### config.mk
export PLATFORM = sky130hd
export DESIGN_NAME = ofm_tx_stream
export DESIGN_NICKNAME = d
export VERILOG_FILES = /design/src/rtl/ofm_tx_stream.sv
export SDC_FILE = /design/constraint.sdc
export NUM_CORES = 1
export LEC_CHECK = 0
export BUFFER_PORTS_ARGS = -buffer_cell sky130_fd_sc_hd__buf_4
export CORE_AREA = 2 2 123 125
export DETAILED_ROUTE_END_ITERATION = 6
export DIE_AREA = 0 0 125 127
export PLACE_DENSITY = 0.73
export RECOVER_POWER = 100
export SLEW_MARGIN = 20
export SYNTH_ARGS = -nofsm -noshare
export SYNTH_HDL_FRONTEND = slang
export SYNTH_SLANG_ARGS = --single-unit
### constraint.sdc
create_clock -name tx_clk -period 13.7 [get_ports tx_clk]
set_clock_uncertainty 0.1 [all_clocks]
set_input_delay 1.37 -clock tx_clk [delete_from_list [all_inputs] [get_ports tx_clk]]
set_output_delay 1.37 -clock tx_clk [all_outputs]
set_load 0.05 [all_outputs]
### src/rtl/ofm_tx_stream.sv
// ofm_tx_stream: transmit-side output sequencer between the per-frame control
// and data FIFOs (first-word-fall-through) and the MAC transmit AXI-Stream port.
// One frame is streamed per descriptor. The delivered byte count is checked
// against the descriptor length, and a mismatch is flagged on tuser at tlast.
// Optional feature macro: OFM_TX_DROP_EN enables discarding of frames whose
// descriptor drop flag (bit 63) is set. If the macro is not defined, the flag
// is ignored and stat_tx_drop reads 0.
module ofm_tx_stream #(
  parameter int C_DATA_WIDTH = 64,
  parameter int C_KEEP_WIDTH = C_DATA_WIDTH / 8,
  parameter int C_LEN_WIDTH  = 16
) (
  input  logic                               tx_clk,
  input  logic                               tx_reset_n,
  input  logic [63:0]                        ctrl_fifo_rdata,
  input  logic                               ctrl_fifo_empty,
  output logic                               ctrl_fifo_rden,
  input  logic [C_DATA_WIDTH+C_KEEP_WIDTH:0] data_fifo_rdata,
  input  logic                               data_fifo_empty,
  output logic                               data_fifo_rden,
  output logic [C_DATA_WIDTH-1:0]            tx_axis_mac_tdata,
  output logic [C_KEEP_WIDTH-1:0]            tx_axis_mac_tkeep,
  output logic                               tx_axis_mac_tvalid,
  output logic                               tx_axis_mac_tlast,
  output logic                               tx_axis_mac_tuser,
  input  logic                               tx_axis_mac_tready,
  output logic                               frame_done,
  output logic [31:0]                        stat_tx_frames,
  output logic [31:0]                        stat_tx_err,
  output logic [31:0]                        stat_tx_drop
);

  typedef enum logic [1:0] {
    ST_IDLE = 2'd0,
    ST_DATA = 2'd1,
    ST_DROP = 2'd2,
    ST_EOF  = 2'd3
  } state_t;

  state_t                   state;
  logic [C_LEN_WIDTH-1:0]   frame_len;
  logic [C_LEN_WIDTH-1:0]   byte_cnt;
  logic                     err_flag;

  logic [C_DATA_WIDTH-1:0]  fifo_data;
  logic [C_KEEP_WIDTH-1:0]  fifo_keep;
  logic                     fifo_last;
  logic [C_LEN_WIDTH:0]     byte_sum;
  logic [C_LEN_WIDTH-1:0]   byte_next;

  // Number of enabled bytes in one beat, sized to match the byte-count sum.
  function automatic logic [C_LEN_WIDTH:0] popcount(input logic [C_KEEP_WIDTH-1:0] keep);
    logic [C_LEN_WIDTH:0] cnt;
    cnt = {(C_LEN_WIDTH+1){1'b0}};
    for (int i = 0; i < C_KEEP_WIDTH; i++) begin
      cnt = cnt + {{C_LEN_WIDTH{1'b0}}, keep[i]};
    end
    return cnt;
  endfunction

  assign fifo_data = data_fifo_rdata[C_DATA_WIDTH-1:0];
  assign fifo_keep = data_fifo_rdata[C_DATA_WIDTH +: C_KEEP_WIDTH];
  assign fifo_last = data_fifo_rdata[C_DATA_WIDTH+C_KEEP_WIDTH];

  // Running byte count including the current beat; the extra bit catches overflow.
  assign byte_sum  = {1'b0, byte_cnt} + popcount(fifo_keep);
  assign byte_next = byte_sum[C_LEN_WIDTH] ? {C_LEN_WIDTH{1'b1}} : byte_sum[C_LEN_WIDTH-1:0];

  // Descriptor pop and retire pulse are decoded straight from the state register.
  assign ctrl_fifo_rden = (state == ST_EOF);
  assign frame_done     = (state == ST_EOF);

`ifdef OFM_TX_DROP_EN
  logic        drop_flag;
  logic [31:0] drop_cnt;
  logic        unused_ok;
  assign stat_tx_drop = drop_cnt;
  assign unused_ok    = ^ctrl_fifo_rdata[62:C_LEN_WIDTH];
`else
  logic        unused_ok;
  assign stat_tx_drop = 32'd0;
  assign unused_ok    = ^ctrl_fifo_rdata[63:C_LEN_WIDTH];
`endif

  // Zero-latency pass-through from the data FIFO to the MAC while streaming; drain-only while dropping.
  always_comb begin
    tx_axis_mac_tdata  = {C_DATA_WIDTH{1'b0}};
    tx_axis_mac_tkeep  = {C_KEEP_WIDTH{1'b0}};
    tx_axis_mac_tvalid = 1'b0;
    tx_axis_mac_tlast  = 1'b0;
    tx_axis_mac_tuser  = 1'b0;
    data_fifo_rden     = 1'b0;
    if (state == ST_DATA) begin
      tx_axis_mac_tdata  = fifo_data;
      tx_axis_mac_tkeep  = fifo_keep;
      tx_axis_mac_tlast  = fifo_last;
      tx_axis_mac_tvalid = ~data_fifo_empty;
      tx_axis_mac_tuser  = ~data_fifo_empty & fifo_last & (byte_sum != {1'b0, frame_len});
      data_fifo_rden     = ~data_fifo_empty & tx_axis_mac_tready;
    end else if (state == ST_DROP) begin
      data_fifo_rden     = ~data_fifo_empty;
    end else begin
      data_fifo_rden     = 1'b0;
    end
  end

  // Frame sequencer: latch descriptor, stream or drop beats, retire and count the frame.
  always_ff @(posedge tx_clk or negedge tx_reset_n) begin
    if (!tx_reset_n) begin
      state          <= ST_IDLE;
      frame_len      <= {C_LEN_WIDTH{1'b0}};
      byte_cnt       <= {C_LEN_WIDTH{1'b0}};
      err_flag       <= 1'b0;
      stat_tx_frames <= 32'd0;
      stat_tx_err    <= 32'd0;
`ifdef OFM_TX_DROP_EN
      drop_flag      <= 1'b0;
      drop_cnt       <= 32'd0;
`endif
    end else begin
      case (state)
        ST_IDLE: begin
          if (!ctrl_fifo_empty) begin
            frame_len <= ctrl_fifo_rdata[C_LEN_WIDTH-1:0];
            byte_cnt  <= {C_LEN_WIDTH{1'b0}};
            err_flag  <= 1'b0;
`ifdef OFM_TX_DROP_EN
            drop_flag <= ctrl_fifo_rdata[63];
            state     <= ctrl_fifo_rdata[63] ? ST_DROP : ST_DATA;
`else
            state     <= ST_DATA;
`endif
          end
        end
        ST_DATA: begin
          if (data_fifo_rden) begin
            byte_cnt <= byte_next;
            if (fifo_last) begin
              err_flag <= tx_axis_mac_tuser;
              state    <= ST_EOF;
            end
          end
        end
        ST_DROP: begin
          if (data_fifo_rden && fifo_last) begin
            state <= ST_EOF;
          end
        end
        ST_EOF: begin
`ifdef OFM_TX_DROP_EN
          if (drop_flag) begin
            drop_cnt <= drop_cnt + 32'd1;
          end else if (err_flag) begin
            stat_tx_err <= stat_tx_err + 32'd1;
          end else begin
            stat_tx_frames <= stat_tx_frames + 32'd1;
          end
`else
          if (err_flag) begin
            stat_tx_err <= stat_tx_err + 32'd1;
          end else begin
            stat_tx_frames <= stat_tx_frames + 32'd1;
          end
`endif
          state <= ST_IDLE;
        end
        default: state <= ST_IDLE;
      endcase
    end
  end

endmodule

==> metrics.md, run 1 <==
| Metric | Value |
|---|---|
| Status | finished with violations |
| Overall die area | roughly 16000 sq um |
| H-Tree Depth | 3 |
| Clock tree from TritonCTS | yes |
| Slew at the pin closest to its max-slew limit | 3.34 ns |
| Prevailing post-synth register cell | sky130_fd_sc_hd__dfrtp_1 |
| Startpoint class of the critical path | input port |
| Violated checks | max-capacitance violations, max-slew violations |
| Hold Crit Class | reg -> reg |
| Area of the core | 14400 sq um |
| Resized cells post-CTS | 0 |
| Commonest cells after routing, fill and taps aside | sky130_fd_sc_hd__buf_4, sky130_fd_sc_hd__dfrtp_1, sky130_fd_sc_hd__clkbuf_1, sky130_fd_sc_hd__xnor2_1, sky130_fd_sc_hd__and2_0 |
| Setup Viol. Count Final | 0 |
| WP data arrival | roughly 6.5 ns |
| Drt first-iter violations | roughly 260 |
| Synth Instances | about 600 |
| Shortest clock period the worst path allows after layout | about 8 ns |
| Inserted Diodes | 0 |
| Sequential fraction of the synthesis area | 0.425 |
| Clock buffer depth | 2 |
| Area added between synthesis and finish | 29.7% |
| Leading cell type in the layout, fill and taps excluded | sky130_fd_sc_hd__buf_4 |
| Standby leakage power | around 3.6 nW |
| Placed Cells | 990 |
| Maximum net fanout on the critical path | 9 |
| Initial Utilization | 0.404 |
| Final Net Count | roughly 980 |
| Ports placed on the boundary | 316 |
| Final slew viol count | around 180 |
| Main area contributors after synthesis | sky130_fd_sc_hd__dfrtp_1, sky130_fd_sc_hd__xnor2_1, sky130_fd_sc_hd__and2_1 |
| Final cell count without fillers | about 1.0k |
| Category of the critical setup timing path | in -> out |
| Max-slew headroom at the worst pin | -1.23 |
| IR drop worst, VDD | between 0.1 and 0.15 mV |
| Via density per instance | 4.94 |
| Final RePlAce weighted congestion | about 0.9 |
| Top achievable clock speed | 0.126 GHz |
| Number of library cell types mapped by synthesis | 51 |
| Count of buffers added by post-CTS timing repair for setup | 0 |
| Summed negative setup slack over all endpoints | 0 ns |
| Sum of overflow across all layers after global routing | 0 |
| Count of final hold-check violations | 0 |
| Required time worst endpoint | 12.23 ns |
| Filler cells | ~1.4k |
| Share of flip-flops with an asynchronous set or reset after synthesis | 1.00 |
| EDFF count, synth | 0 |
| Number of buffers inserted during clock tree synthesis | 9 |
| Cell area power density | ~190 nW/um^2 |
| Initial DRT Pass Iterations | 4 |
| Final Cycle Share | 0.580 |
| Number of antenna violations at the first check in global routing | 0 |
| Share of layout cells above drive strength 1 | 0.238 |
| Clk sinks | approximately 100 |
| Post-synth top area share | 0.425 |
| Number of warnings printed during yosys synthesis | 0 |
| Insertion delay to the later sink of the worst-skew pair | approximately 0.36 ns |
| Register area | 2480 sq um |
| Die width | ~130 microns |
| Register bit count reported by yosys | between 90 and 100 |
| # DRC | 0 |
| ANT nets after route | 0 |
| Buffers on Ports | around 240 |
| First-pass GRT wire length | between 20 and 30 mm |
| CTS root buffer | sky130_fd_sc_hd__clkbuf_16 |
| Via count of the first global-routing pass | between 4k and 5k |
| Number of max-cap violations | 3 |
| Maximum number of pins on one net before global-route repair | 82 |
| Aggregate routed wire length | 18.3 mm |
| Via count | a little under 5k |
| Multi-input logic area | 3040 sq um |
| Post-detail-place hpwl | ~15 mm |
| Height of the die | approximately 130 microns |
| Synthesized area per cell | a little under 10 sq um |
| Setup repair after global routing missed its margin | no |
| Hold_buf cts | 0 |
| Cell area after synthesis | around 5800 sq um |
| Total GRT Usage | 0.232 |
| Clock-pin slew on the worst setup and hold paths | 0.08 ns |
| Library cell occupying the most area in the post-synthesis netlist | sky130_fd_sc_hd__dfrtp_1 |
| Placement row count | 44 |
| Post-DR wirelength/cell | about 18 microns |
| Element type at the critical path end | primary output |
synth_stat cells (13+ instances only):
cell and count:
sky130_fd_sc_hd__xor2_1 17, sky130_fd_sc_hd__o21ai_0 25, sky130_fd_sc_hd__and2_1 74, sky130_fd_sc_hd__nand2_1 46, sky130_fd_sc_hd__ha_1 13, sky130_fd_sc_hd__dfrtp_1 99, sky130_fd_sc_hd__xnor2_1 72, sky130_fd_sc_hd__inv_1 19
sky130_fd_sc_hd__mux2_2 19, sky130_fd_sc_hd__nand3_1 26, sky130_fd_sc_hd__clkbuf_1 15, sky130_fd_sc_hd__buf_4 34, sky130_fd_sc_hd__nand4_1 18, sky130_fd_sc_hd__nor2_1 24
registers in the layout (all words and copies together) (netlist names):
| name | count |
|---|---|
| stat_tx_err | 32 |
| stat_tx_frames | 32 |
| byte_cnt | 16 |
| frame_len | 16 |
| state | 2 |
| err_flag | 1 |
layer usage:
metal | GRT usage | vias to the layer above | wire length (microns)
met5 | 0 | - | 0
met4 | 0.114 | 0 | 982
met3 | 0.0385 | 33 | 938
met2 | 0.411 | 176 | 9110
met1 | 0.274 | 2398 | 7300
li1 | - | 2367 | -
path summary, 6_finish.rpt:
check                                          from            endpoint  slack [ns]  depth (start not counted)
min in group asynchronous                tx_reset_n         byte_cnt[9]        1.45                          1
worst min register to register   stat_tx_frames[31]  stat_tx_frames[31]        0.38                          1
worst max-delay path            data_fifo_rdata[64]   tx_axis_mac_tuser        5.76                         15
max in group asynchronous                tx_reset_n     stat_tx_err[20]        8.07                          2
worst max register to register          byte_cnt[0]            err_flag        8.95                         12
worst min-delay path             stat_tx_frames[31]  stat_tx_frames[31]        0.38                          1
cells by family after synthesis:
logic type               Yosys count  share of synthesized area
AND/OR/NAND/NOR                  230                      0.220
flip-flops                        99                      0.425
XOR/XNOR                          89                      0.134
buffers and inverters             72                     0.0691
AO/OA/AOI/OAI                     61                     0.0665
multiplexers                      21                     0.0401
adder cells (fa/ha/maj)           18                     0.0450
other                              1                   0.000643
power breakdown:
part	internal, mW	leakage, nW	total, mW	switching [mW]
Clock	0.131	0.138	0.250	0.119
Sequential	0.340	1.33	0.386	0.0453
Combinational	0.257	2.11	0.827	0.570
stage by stage:
stage / setup WS, ns / hold WS (ns) / cell area, sq um / util / total power, mW
final: 5.76 / 0.383 / 7560 / 0.524 / 1.46
after global routing: 5.55 / 0.408 / 7560 / 0.524 / 1.55
after CTS: 6.42 / 0.386 / 7930 / 0.549 / 1.51
after detailed placement: 6.43 / 0.369 / 7630 / 0.529 / 1.25
after global placement: 6.47 / 0.362 / 7630 / 0.529 / 1.24
after floorplan: 6.52 / 0.345 / 5950 / - / 1.00
worst max-delay path, stage by stage:
cell and delay, ns:
sky130_fd_sc_hd__clkbuf_1 0.11, sky130_fd_sc_hd__fa_1 0.53, sky130_fd_sc_hd__inv_1 0.05, sky130_fd_sc_hd__fa_1 0.50, sky130_fd_sc_hd__fa_1 0.43, sky130_fd_sc_hd__fa_1 0.43, sky130_fd_sc_hd__fa_1 0.42, sky130_fd_sc_hd__nand2b_1 0.20
sky130_fd_sc_hd__a211oi_1 0.88, sky130_fd_sc_hd__nand3_2 0.19, sky130_fd_sc_hd__o31ai_1 0.33, sky130_fd_sc_hd__nand4_1 0.15, sky130_fd_sc_hd__nor4_1 0.41, sky130_fd_sc_hd__nor3_1 0.15, sky130_fd_sc_hd__clkbuf_1 0.32
final cells by class:
| type | count | share of cell area |
|---|---|---|
| tap | 184 | 0.0304 |
| timing repair buffer | 237 | 0.193 |
| clock buffer | 10 | 0.0316 |
| sequential | 99 | 0.328 |
| multi-input combinational | 451 | 0.401 |
| inverter | 19 | 0.00943 |
| clock inverter | 6 | 0.00695 |
Power figures use the tool's default switching activity.
==> run 2: changes to the inputs <==
- clock period: 13.7 -> 7.4 ns (I/O delays scaled with it)
==> run 2 against run 1 <==
  * The run still ends with max-capacitance violations, max-slew violations left
  * Die area is the same
  * Clock power increased by 100%
  * Final cell count unchanged
  * Final area is 0.45% higher
  * Core utilization increased by 0.23 points
  * First-iteration DRC count increased by 5.7%
  * Via count about the same
  * Sequential share of layout area fell by 0.15 points
  * Flip-flop and latch count unchanged
  * Largest cell class unchanged
==> metrics.md, run 2 (synthesis gave the netlist of run 1 again) <==
| Metric | Value |
|---|---|
| DP Area | 7630 sq um (about the same) |
| Leading cell type in the layout, fill and taps excluded | sky130_fd_sc_hd__buf_4 |
| Hold Crit Class | reg -> reg |
| Sum of overflow across all layers after global routing | 0 (unchanged) |
| DP Worst Slack | 1.43 ns (-5.00 ns) |
| Via count of the first global-routing pass | 4914 (-1.0%) |
| Setup repair after global routing missed its margin | no |
| Area added between synthesis and finish | 30.2% |
| ANT nets after route | 0 (unchanged) |
| Standby leakage power | 3.60 nW (+0.73%) |
| Startpoint class of the critical path | input port |
| Category of the critical setup timing path | in -> out |
| CTS root buffer | sky130_fd_sc_hd__clkbuf_16 |
| Summed negative setup slack over all endpoints | 0 ns (unchanged) |
| Clock buffer depth | 2 (unchanged) |
| Insertion delay to the later sink of the worst-skew pair | 0.36 ns (about the same) |
| Share of layout cells above drive strength 1 | 0.241 (+0.00243) |
| Number of buffers inserted during clock tree synthesis | 9 (unchanged) |
| IR drop worst, VDD | 0.288 mV (+120%) |
| Inserted Diodes | 0 (unchanged) |
| Worst Hold Slack | 0.383 ns (+0.000486 ns) |
| Post-DR wirelength/cell | 18.3 microns (+0.34%) |
| Crit-path cells | clkbuf_1 > fa_1 > inv_1 > fa_1 > fa_1 > fa_1 > fa_1 > nand2b_1 > a211oi_1 > nand3_2 > o31ai_1 > nand4_1 > nor4_1 > nor3_1 > buf_4 |
| Commonest cells after routing, fill and taps aside | sky130_fd_sc_hd__buf_4, sky130_fd_sc_hd__dfrtp_1, sky130_fd_sc_hd__clkbuf_1, sky130_fd_sc_hd__xnor2_1, sky130_fd_sc_hd__and2_0 |
| Final slew viol count | 184 (unchanged) |
| Kind of cell adding the most delay to the critical path | adder cells |
| Hold_buf cts | 0 (unchanged) |
| Biggest registers after layout | stat_tx_err (32), stat_tx_frames (32) |
| Final Net Count | 977 (unchanged) |
| Most used cell, CP | sky130_fd_sc_hd__fa_1 |
| Max-slew headroom at the worst pin | -1.24 (-0.00793) |
| Die width | 125 microns (unchanged) |
| Count of final hold-check violations | 0 (unchanged) |
| Required time worst endpoint | 6.56 ns (-5.67 ns) |
| Aggregate routed wire length | 18.4 mm (+0.34%) |
| Final RePlAce weighted congestion | 0.891 (-0.72%) |
| # DRC | 0 (unchanged) |
| Number of buffer and inverter instances along the worst setup path | 3 (unchanged) |
| First-pass GRT wire length | 27.8 mm (-2.0%) |
| Number of antenna violations at the first check in global routing | 0 (unchanged) |
| Clk sinks | 99 (unchanged) |
| Sum of internal, switching and leakage power | 2.75 mW (+88%) |
| Violated checks | max-capacitance violations, max-slew violations |
| Slew at the pin closest to its max-slew limit | 3.35 ns (+0.0119 ns) |
| Buffers on Ports | 235 (unchanged) |
| Maximum net fanout on the critical path | 9 (unchanged) |
| Overall die area | 15900 sq um (unchanged) |
| Maximum number of pins on one net before global-route repair | 82 (unchanged) |
| Top achievable clock speed | about 0.15 GHz |
| Area of the core | 14400 sq um (unchanged) |
| Internal reg-to-reg setup slack | 2.72 ns (-6.23 ns) |
| Clock-pin slew on the worst setup and hold paths | 0.08 ns (about the same) |
| Post-detail-place hpwl | 15.0 mm (+0.68%) |
| Status | finished with violations |
| H-Tree Depth | 3 (unchanged) |
| Final Cycle Share | 0.876 |
| Longest individual stage delay on the worst path | 0.88 ns (about the same) |
| WP data arrival | 5.64 ns (-0.83 ns) |
| Number of max-cap violations | 3 (unchanged) |
| Filler cells | 1422 (+0.28%) |
| Via count | 4977 (+0.060%) |
| Register area | 2480 sq um (unchanged) |
| Fin worst setup slack | 0.919 ns (-4.84 ns) |
| Height of the die | 127 microns (unchanged) |
| Resized cells post-CTS | 0 (unchanged) |
| Final design area excluding fillers | 7600 sq um (+0.45%) |
| Cell area power density | 362 nW/um^2 (+87%) |
| Drt first-iter violations | 278 (+5.7%) |
| Total GRT Usage | 0.228 (-0.00345) |
| Initial Utilization | 0.404 (unchanged) |
| Shortest clock period the worst path allows after layout | roughly 6.5 ns |
| Setup Viol. Count Final | 0 (unchanged) |
| Element type at the critical path end | primary output |
| Via density per instance | 4.95 (about the same) |
| Clock tree from TritonCTS | yes |
| Initial DRT Pass Iterations | 4 (unchanged) |
| Ports placed on the boundary | 316 (unchanged) |
| Placement row count | 44 (unchanged) |
| Master of the slowest instance on the critical path | sky130_fd_sc_hd__a211oi_1 |
| Multi-input logic area | 3040 sq um (unchanged) |
| Count of buffers added by post-CTS timing repair for setup | 0 (unchanged) |
## run 2: path summary, 6_finish.rpt
check,depth (start not counted),from,endpoint
setup reg to reg,12,byte_cnt[0],err_flag
max in group asynchronous,2,tx_reset_n,stat_tx_err[25]
hold / removal,1,stat_tx_frames[31],stat_tx_frames[31]
hold reg to reg,1,stat_tx_frames[31],stat_tx_frames[31]
setup / recovery,15,data_fifo_rdata[64],tx_axis_mac_tuser
min in group asynchronous,1,tx_reset_n,frame_len[6]
## run 2: layout make-up
| type | instances | share of cell area |
|---|---|---|
| sequential | 99 | 0.326 |
| timing repair buffer | 237 | 0.193 |
| multi-input combinational | 451 | 0.400 |
| clock buffer | 10 | 0.0315 |
| clock inverter | 6 | 0.0104 |
| tap | 184 | 0.0303 |
| inverter | 19 | 0.00939 |
## run 2: where the power goes
group          internal, mW  switching [mW]
Combinational         0.474            1.06
Clock                 0.279           0.225
Sequential            0.630          0.0841
## run 2: through the flow
stage	util	std cells
floorplan	-	622
detailed placement	0.529	990
CTS	0.551	1006
global placement	0.529	990
finish	0.527	1006
global route	0.527	1006
## run 2: worst reg2reg max path, cell delays in order, from the launching register on
cell	delay [ns]
sky130_fd_sc_hd__dfrtp_1	0.35
sky130_fd_sc_hd__inv_1	0.06
sky130_fd_sc_hd__fa_1	0.51
sky130_fd_sc_hd__fa_1	0.42
sky130_fd_sc_hd__fa_1	0.40
sky130_fd_sc_hd__fa_1	0.41
sky130_fd_sc_hd__nand2b_1	0.21
sky130_fd_sc_hd__a211oi_1	0.88
sky130_fd_sc_hd__nand3_2	0.18
sky130_fd_sc_hd__o31ai_1	0.32
sky130_fd_sc_hd__nand4_1	0.15
sky130_fd_sc_hd__nor4_1	0.41
sky130_fd_sc_hd__o21ai_1	0.13
## run 2: per-layer routing
| layer | vias up | track usage | share of wire |
|---|---|---|---|
| met2 | 200 | 0.414 | 0.51 |
| met5 | - | 0 | 0 |
| met3 | 30 | 0.0507 | 0.054 |
| met1 | 2379 | 0.266 | 0.40 |
| li1 | 2368 | - | - |
| met4 | 0 | 0.0824 | 0.038 |
